**src/rtl/ps2_famicom_pad.sv**
```systemverilog
// PS/2 keyboard plus joystick merged into an 8-button pad state, which is
// serialised to a Famicom-style console via an asynchronous latch and pulse.

module ps2_famicom_pad_sync (
    input  logic clk_sys,
    input  logic reset,
    input  logic din,
    output logic sync,
    output logic rise
);
    logic s1, s2, prev;

    always_ff @(posedge clk_sys) begin
        if (reset) begin
            s1   <= 1'b0;
            s2   <= 1'b0;
            prev <= 1'b0;
        end else begin
            s1   <= din;
            s2   <= s1;
            prev <= s2;
        end
    end

    assign sync = s2;
    assign rise = s2 & ~prev;
endmodule

module ps2_famicom_pad #(
    parameter bit ACTIVE_LOW_DATA = 1'b1
) (
    input  logic        clk_sys,
    input  logic        reset,
    input  logic [10:0] ps2_key,
    input  logic [7:0]  joy,
    input  logic        famicom_latch,
    input  logic        famicom_pulse,
    output logic        famicom_data,
    output logic [7:0]  pad_state
);
    localparam int NUM_LINES = 2;
    localparam int PAD_W     = 8;

    typedef struct packed {
        logic       toggle;
        logic       make;
        logic       ext;
        logic [7:0] code;
    } key_evt_t;

    key_evt_t             key;
    logic                 toggle_q;
    logic                 key_event;
    logic [PAD_W-1:0]     key_sel;
    logic [PAD_W-1:0]     key_state, key_state_next;
    logic [PAD_W-1:0]     shreg, shreg_next;
    logic [NUM_LINES-1:0] line_in, line_sync, line_rise;
    logic                 latch_sync, pulse_rise;
    logic                 latch_rise_unused;

    assign key       = key_evt_t'(ps2_key);
    assign key_event = key.toggle ^ toggle_q;

    // Line 0 is the latch, line 1 the pulse.
    assign line_in = {famicom_pulse, famicom_latch};

    generate
        for (genvar i = 0; i < NUM_LINES; i++) begin : g_sync
            ps2_famicom_pad_sync u_sync (
                .clk_sys (clk_sys),
                .reset   (reset),
                .din     (line_in[i]),
                .sync    (line_sync[i]),
                .rise    (line_rise[i])
            );
        end
    endgenerate

    assign latch_sync        = line_sync[0];
    assign pulse_rise        = line_rise[1];
    assign latch_rise_unused = line_rise[0];

    // The ext flag is part of the match, so {0,74} is not Right.
    always_comb begin
        key_sel = '0;
        case ({key.ext, key.code})
            9'h01C:  key_sel[0] = 1'b1;
            9'h032:  key_sel[1] = 1'b1;
            9'h00D:  key_sel[2] = 1'b1;
            9'h05A:  key_sel[3] = 1'b1;
            9'h175:  key_sel[4] = 1'b1;
            9'h172:  key_sel[5] = 1'b1;
            9'h16B:  key_sel[6] = 1'b1;
            9'h174:  key_sel[7] = 1'b1;
            default: key_sel    = '0;
        endcase
    end

    always_comb begin
        key_state_next = key_state;
        for (int i = 0; i < PAD_W; i++)
            if (key_event && key_sel[i])
                key_state_next[i] = key.make;
    end

    always_ff @(posedge clk_sys) begin
        if (reset) begin
            toggle_q  <= key.toggle;
            key_state <= '0;
            pad_state <= '0;
        end else begin
            toggle_q  <= key.toggle;
            key_state <= key_state_next;
            pad_state <= key_state | joy;
        end
    end

    // Load has priority over a coincident pulse edge.
    always_comb begin
        shreg_next = shreg;
        if (latch_sync)
            shreg_next = pad_state;
        else if (pulse_rise)
            shreg_next = {1'b0, shreg[PAD_W-1:1]};
    end

    // Output flop takes the next register value so latency is 3 edges.
    always_ff @(posedge clk_sys) begin
        if (reset) begin
            shreg        <= '0;
            famicom_data <= ACTIVE_LOW_DATA;
        end else begin
            shreg        <= shreg_next;
            famicom_data <= shreg_next[0] ^ ACTIVE_LOW_DATA;
        end
    end
endmodule

```
**config.mk**
```make
export PLATFORM = sky130hd
export DESIGN_NAME = ps2_famicom_pad
export DESIGN_NICKNAME = d
export VERILOG_FILES = /design/src/rtl/ps2_famicom_pad.sv
export SDC_FILE = /design/constraint.sdc
export NUM_CORES = 1
export LEC_CHECK = 0
export BUFFER_PORTS_ARGS = -buffer_cell sky130_fd_sc_hd__clkbuf_2
export CORE_MARGIN = 8
export CORE_UTILIZATION = 40
export DETAILED_ROUTE_END_ITERATION = 6
export PLACE_DENSITY = 0.61
export SLEW_MARGIN = 20
export SYNTH_ARGS = -nofsm -noshare
export SYNTH_HDL_FRONTEND = slang
export SYNTH_SLANG_ARGS = --single-unit
export TNS_END_PERCENT = 10
```
**constraint.sdc**
```tcl
create_clock -name clk_sys -period 1.7 [get_ports clk_sys]
set_clock_uncertainty 0.1 [all_clocks]
set_input_delay 0.085 -clock clk_sys [delete_from_list [all_inputs] [get_ports clk_sys]]
set_output_delay 0.085 -clock clk_sys [all_outputs]
set_load 0.02 [all_outputs]
```
==> results.cfg, run 1 <==
[clocking]
clkTransAtPathRegs_ns = 0.09
numCtsBuffers = 5
clkLatencyLatePin_ns = 0.33
clk_path_buf_depth = 2
clock_sinks = 31
post_cts_buffers = 0
cts_tree = yes
h-tree-depth = 2
clk_root_buffer_cell = clkbuf_4
ctsResizeCount = 0

[global_routing]
grt.busiest_layer = met2
grt.met1_usage = 0.120
gr-usage-all-layers = 0.119
grt_max_degree = 19
grt_pass1_wl_um = 4780
grt_pass1_vias = 1086
globalRouteMet3Util = 0.0441
grt-ovfl-total = 0
grt_use_met2 = 0.204
antenna_found_initial = 0

[logic_synthesis]
syn_inst = 125
synth_nets = 148
synthesis.area_um2 = 1260
synthTopCellsByArea = dfxtp_1, mux2i_1, nor2_1, a211oi_1, nand2_1
post_synth_num_cell_types = 28
ys_ff_latch = 31
post-synth-top-area-fraction = 0.492
yosys_warnings = 0
syn_avg_cell_area_um2 = 10.1
synth_top_area_cell = dfxtp_1
yosysSeqAreaShare = 0.492

[detailed_routing]
first_iter_violations = 43
vias_per_cell = 4.89
vias = 1067
drt-total-wl_um = 2790
ant_nets = 0
first_pass_iters = 4
wl_per_cell_um = 12.8
route.detailed.drc = 0

[critical_path]
worstPathRequired_ns = 1.82
cp-end-kind = flip-flop
critPathMaxFanout = 8
rr_startpoint = g_sync[1].u_sync.sync
cp-startpoint = g_sync[1].u_sync.sync
worstPathArrival_ns = 1.48
crit_type = reg -> reg
critPathLaunchType = flip-flop

[timing]
setup_tns_ns = 0
fin_crit_ns = 1.35
hold_violations = 0
setup_viol = 0
slew_headroom = 0.768
max_freq_mhz = 738
worst_pin_slew_ns = 0.347
finalCritPeriodShare = 0.797
rsz0062_at_grt = false
maxSlewViolCount = 0

[floorplanning]
die_h_um = 72.2
ios = 32
rows = 20
initial_utilization = 0.417
die_x_um = 72.2
coreArea_um2 = 3030
die_area_um2 = 5210

[finish]
fin_util = 0.542
final_cells = 218
syn2layout_area_growth_pct = 29.9
finalNetCount = 196
n_antenna_cell = 0
drive_gt1_frac = 0.253
nFillCells = 299

[placed_design]
numPortBuffers = 31
place_congestion = 0.837
dp.cells = 197
hpwl_um = 2110

[power_and_ir_drop]
ir_drop_mv = 0.403
p_leak_uw = 0.000746
power_density_nw_per_um2 = 815

[run]
max_cap_viol_count = 0

[worst_hold_path]
min_from = ps2_key[8]
hold_path_class = in -> reg

[status]
outcome = finished clean
==> timing repair <==
item / CTS / global route
hold buffers: 13 / 0
hold endpoints to repair: 11 / 0
setup endpoints to repair: 0 / 0
==> flip-flops by register name, summed over array words and instances (netlist names) <==
| register | flops |
|---|---|
| g_sync.u_sync.sync | 2 |
| famicom_data | 1 |
| pad_state | 8 |
| toggle_q | 1 |
| shreg | 8 |
| key_state | 8 |
| g_sync.u_sync.s1 | 2 |
| g_sync.u_sync.prev | 1 |
==> final timing paths <==
kind	end	slack [ns]	cells after the start
hold reg to reg	g_sync[0].u_sync.sync	0.34	1
setup / recovery	shreg[0]	0.35	3
setup reg to reg	shreg[0]	0.35	3
hold / removal	key_state[5]	0.04	3
==> cell type report <==
cell class | instances | area [um2] | area share
Multi-Input combinational cell | 87 | 607 | 0.370
Clock buffer | 7 | 45.0 | 0.0275
Timing Repair Buffer | 46 | 300 | 0.183
Tap cell | 44 | 55.1 | 0.0336
Inverter | 2 | 7.51 | 0.00458
Sequential cell | 31 | 621 | 0.378
Clock inverter | 1 | 5.00 | 0.00305
==> worst max-delay path, cell delays in order, from the launching register on <==
cell and delay (ns):
dfxtp_1 0.33, nor2b_4 0.29, mux2_4 0.34, o211a_1 0.20
==> power breakdown <==
part / internal [uW] / switching [uW]
clock network: 161 / 240
registers: 753 / 13.9
logic: 83.4 / 85.5
total: 998 / 339
==> through the flow <==
| step | cell area (um2) | setup slack [ns] | hold slack (ns) | power [uW] |
|---|---|---|---|---|
| after floorplan | 1260 | 0.435 | 0.0127 | 867 |
| after global placement | 1460 | 0.376 | 0.135 | 926 |
| after detailed placement | 1460 | 0.346 | 0.137 | 931 |
| after CTS | 1640 | 0.338 | 0.00898 | 1360 |
| after global routing | 1640 | 0.296 | 0.0221 | 1410 |
| final | 1640 | 0.346 | 0.0367 | 1340 |
==> synth_stat cells <==
cell type and count:
dfxtp_1 31, nor2_1 23, mux2i_1 14, nand2_1 10, a211oi_1 6, nand4_1 6
nor2b_1 5, and4b_1 3, clkbuf_1 3, nor4bb_1 3, and3b_1 2, inv_1 2
nand4b_1 2, a21oi_1 1, and4bb_1 1, buf_2 1, buf_6 1, mux2_4 1
nand2b_1 1, nand3b_1 1, nor2b_2 1, nor2b_4 1, nor3b_1 1, nor4b_1 1
nor4b_2 1, o211a_1 1, o211ai_1 1, xor2_2 1
==> cells in the final DEF (no fill, tap or decap), types with 2 or more instances in the layout <==
master / Yosys / routed
clkbuf_2: 0 / 31
a211oi_1: 6 / 6
clkbuf_1: 3 / 2
nor2_1: 23 / 23
clkbuf_4: 0 / 5
inv_1: 2 / 2
nand2_1: 10 / 10
dfxtp_1: 31 / 31
buf_4: 0 / 2
and4b_1: 3 / 3
dlygate4sd3_1: 0 / 13
mux2i_1: 14 / 14
nor2b_1: 5 / 5
nand4_1: 6 / 6
nand4b_1: 2 / 2
nor4bb_1: 3 / 3
and3b_1: 2 / 2
==> per-layer routing <==
layer	wire length, um	vias to the layer above
li1	-	542
met1	1210	497
met2	1410	22
met3	119	6
met4	57	0
met5	0	-
==> logic make-up after synthesis <==
group	synth area share
and+or+nand+nor	0.291
DFF	0.492
muxes	0.123
AOI/OAI and AO/OA	0.0535
buffers and inverters	0.0277
xor gates and xnor gates	0.0129
Note: power is estimated with default switching activity, not from simulation.
==> run 2, diff against run 1 <==
--- a/config.mk
+++ b/config.mk
@@ -5,11 +5,12 @@
 export SDC_FILE = /design/constraint.sdc
 export NUM_CORES = 1
 export LEC_CHECK = 0
+export ABC_AREA = 1
 export BUFFER_PORTS_ARGS = -buffer_cell sky130_fd_sc_hd__clkbuf_2
 export CORE_MARGIN = 8
 export CORE_UTILIZATION = 40
 export DETAILED_ROUTE_END_ITERATION = 6
-export PLACE_DENSITY = 0.61
+export PLACE_DENSITY = 0.63
 export SLEW_MARGIN = 20
 export SYNTH_ARGS = -nofsm -noshare
 export SYNTH_HDL_FRONTEND = slang
==> constraint.sdc (replaced) <==
create_clock -name clk_sys -period 1.2 [get_ports clk_sys]
set_clock_uncertainty 0.1 [all_clocks]
set_input_delay 0.06 -clock clk_sys [delete_from_list [all_inputs] [get_ports clk_sys]]
set_output_delay 0.06 -clock clk_sys [all_outputs]
set_load 0.02 [all_outputs]
==> run 2 against run 1 <==
The run now ends with setup timing left. Cell count up 34%. Global-route usage up 0.79 points. First-iteration DRC count up 9.3%. Non-clock buffer count up 3. Sequential share of layout area down 2.8 points. Via count up 18%. Area after synthesis up 4.4%. Worst setup slack worse by 0.35 ns. Critical path type is now in -> reg.
==> results.cfg, run 2 <==
[status]
outcome = finished, violations left
violations = setup timing

[finish]
final_common_cell = nor2_1
final_cells = 292
drive_gt1_frac = 0.224
syn2layout_area_growth_pct = 34.9
final_cell_mix = nor2_1, nand2_1, clkbuf_2
post-route-cell-area_um2 = 1780
fin_util = 0.545
n_antenna_cell = 0
nFillCells = 343
top_regs = key_state (8), pad_state (8), shreg (8)
finalNetCount = 268

[logic_synthesis]
post-synth-top-area-fraction = 0.471
post_synth_num_cell_types = 15
synth_edf_count = 0
syn_avg_cell_area_um2 = 6.83
ys_ff_latch = 31
synth_most_common_cell = nor2_1
syn_inst = 193
synthTopCellsByArea = dfxtp_1, nor2_1, nand2_1, nand3_1, inv_1
synth_top_area_cell = dfxtp_1
async_flop_share = 0
synth_nets = 216
synthTopCellsByCount = nor2_1, nand2_1, dfxtp_1
yosysSeqAreaShare = 0.471
synthFlopType = dfxtp_1
yosys_warnings = 0
synthesis.area_um2 = 1320

[timing]
slew_headroom = 0.812
setup_tns_ns = -0.00503
max_freq_mhz = 830
rsz0062_at_grt = true
hold_violations = 0
finalCritPeriodShare = 1.00
maxSlewViolCount = 0
worst_pin_slew_ns = 0.282
fin_crit_ns = 1.21
setup_viol = 1
setup_slack_ns = -0.00503

[clocking]
clock_sinks = 31
post_cts_buffers = 0
clkLatencyLatePin_ns = 0.32
clkTransAtPathRegs_ns = 0.10
cts_tree = yes
numCtsBuffers = 5
clk_root_buffer_cell = clkbuf_4
clk_path_buf_depth = 2
h-tree-depth = 2

[detailed_routing]
drt-total-wl_um = 3010
first_pass_iters = 4
first_iter_violations = 47
vias_per_cell = 4.30
wl_per_cell_um = 10.3
ant_nets = 0
vias = 1255
route.detailed.drc = 0

[critical_path]
cp-end-kind = flip-flop
cpPeakStageDelay_ns = 0.55
path_cells = dlygate4sd3_1, clkbuf_2, inv_1, nor2_1, dlygate4sd3_1
path_common_cell = dlygate4sd3_1
rr_worst_depth = 7
rr_startpoint = toggle_q
crit_slowest_cell = dlygate4sd3_1
critPathLaunchType = primary input
crit_type = in -> reg
cp-startpoint = famicom_pulse
crit_end = g_sync[1].u_sync.s1
critPathMaxFanout = 1
reg2reg_slack_ns = 0.12
worstPathRequired_ns = 1.32
worstPathArrival_ns = 1.32
r2r-end = key_state[2]

[floorplanning]
die_x_um = 73.4
die_h_um = 73.4
coreArea_um2 = 3260
rows = 21
initial_utilization = 0.404
ios = 32
die_area_um2 = 5390

[global_routing]
grt-ovfl-total = 0
grt_pass1_wl_um = 5250
grt_max_degree = 13
grt_pass1_vias = 1256
antenna_found_initial = 0
gr-usage-all-layers = 0.126

[power_and_ir_drop]
power_density_nw_per_um2 = 1230
ir_drop_mv = 0.447
p_leak_uw = 0.000896
power_uw = 2180

[placed_design]
numPortBuffers = 31
dpl-instance-area_um2 = 1540
dp.cells = 270
place_congestion = 0.885
hpwl_um = 2310

[run]
max_cap_viol_count = 0

[worst_hold_path]
hold_path_class = in -> reg
min_from = reset
-- run 2: kinds of logic (layout without fill, tap and decap cells) --
logic type	Yosys count	after routing	share of synthesized area
DFF	31	31	0.471
buffers and inverters	31	84	0.0959
and+or+nand+nor	120	120	0.391
AOI/OAI and AO/OA	11	11	0.0418
-- run 2: worst max-delay path: cells and delay by family --
family	cells	cell delay, ns
simple gates	1	0.03
buf+inv	4	1.23
-- run 2: worst min path at each step --
stage / cells after the start / slack [ns] / endpoint
finish: 3 / 0.04 / g_sync[0].u_sync.sync
global placement: 1 / 0.09 / toggle_q
floorplan: 0 / -0.01 / toggle_q
global route: 3 / 0.05 / g_sync[0].u_sync.sync
detailed placement: 1 / 0.1 / toggle_q
CTS: 4 / 0.04 / key_state[1]
-- run 2: what timing repair did --
action,in CTS,in global routing
hold buffers,14,1
endpoints found under the setup margin,0,10
gates resized for setup,0,5
hold endpoints to repair,11,1
-- run 2: final cells by class --
type | count | area, um2 | share of cell area
clock buffer | 6 | 51.3 | 0.0289
clock inverter | 2 | 35.0 | 0.0197
inverter | 27 | 101 | 0.0570
multi-input combinational | 131 | 583 | 0.328
sequential | 31 | 623 | 0.351
tap | 46 | 57.6 | 0.0324
timing repair buffer | 49 | 325 | 0.183
-- run 2: power breakdown --
part,internal [uW],switching (uW),total [uW]
registers,1060,18.9,1080
logic,112,141,254
clock network,492,353,845
total,1670,513,2180
-- run 2: per-stage QoR --
stage / setup WS [ns] / hold WS, ns
finish: -0.00503 / 0.0428
global route: -0.00357 / 0.0495
CTS: 0.0225 / 0.0406
detailed placement: 0.0831 / 0.0958
global placement: 0.0976 / 0.0939
floorplan: 0.183 / -0.0123
-- run 2: layer usage --
metal	vias to the layer above	part of all wire	global-route usage	wire length [um]
li1	696	-	-	-
met1	527	0.45	0.139	1350
met2	25	0.49	0.214	1460
met3	7	0.046	0.0423	137
met4	0	0.020	0.0576	60
met5	-	0	0	0
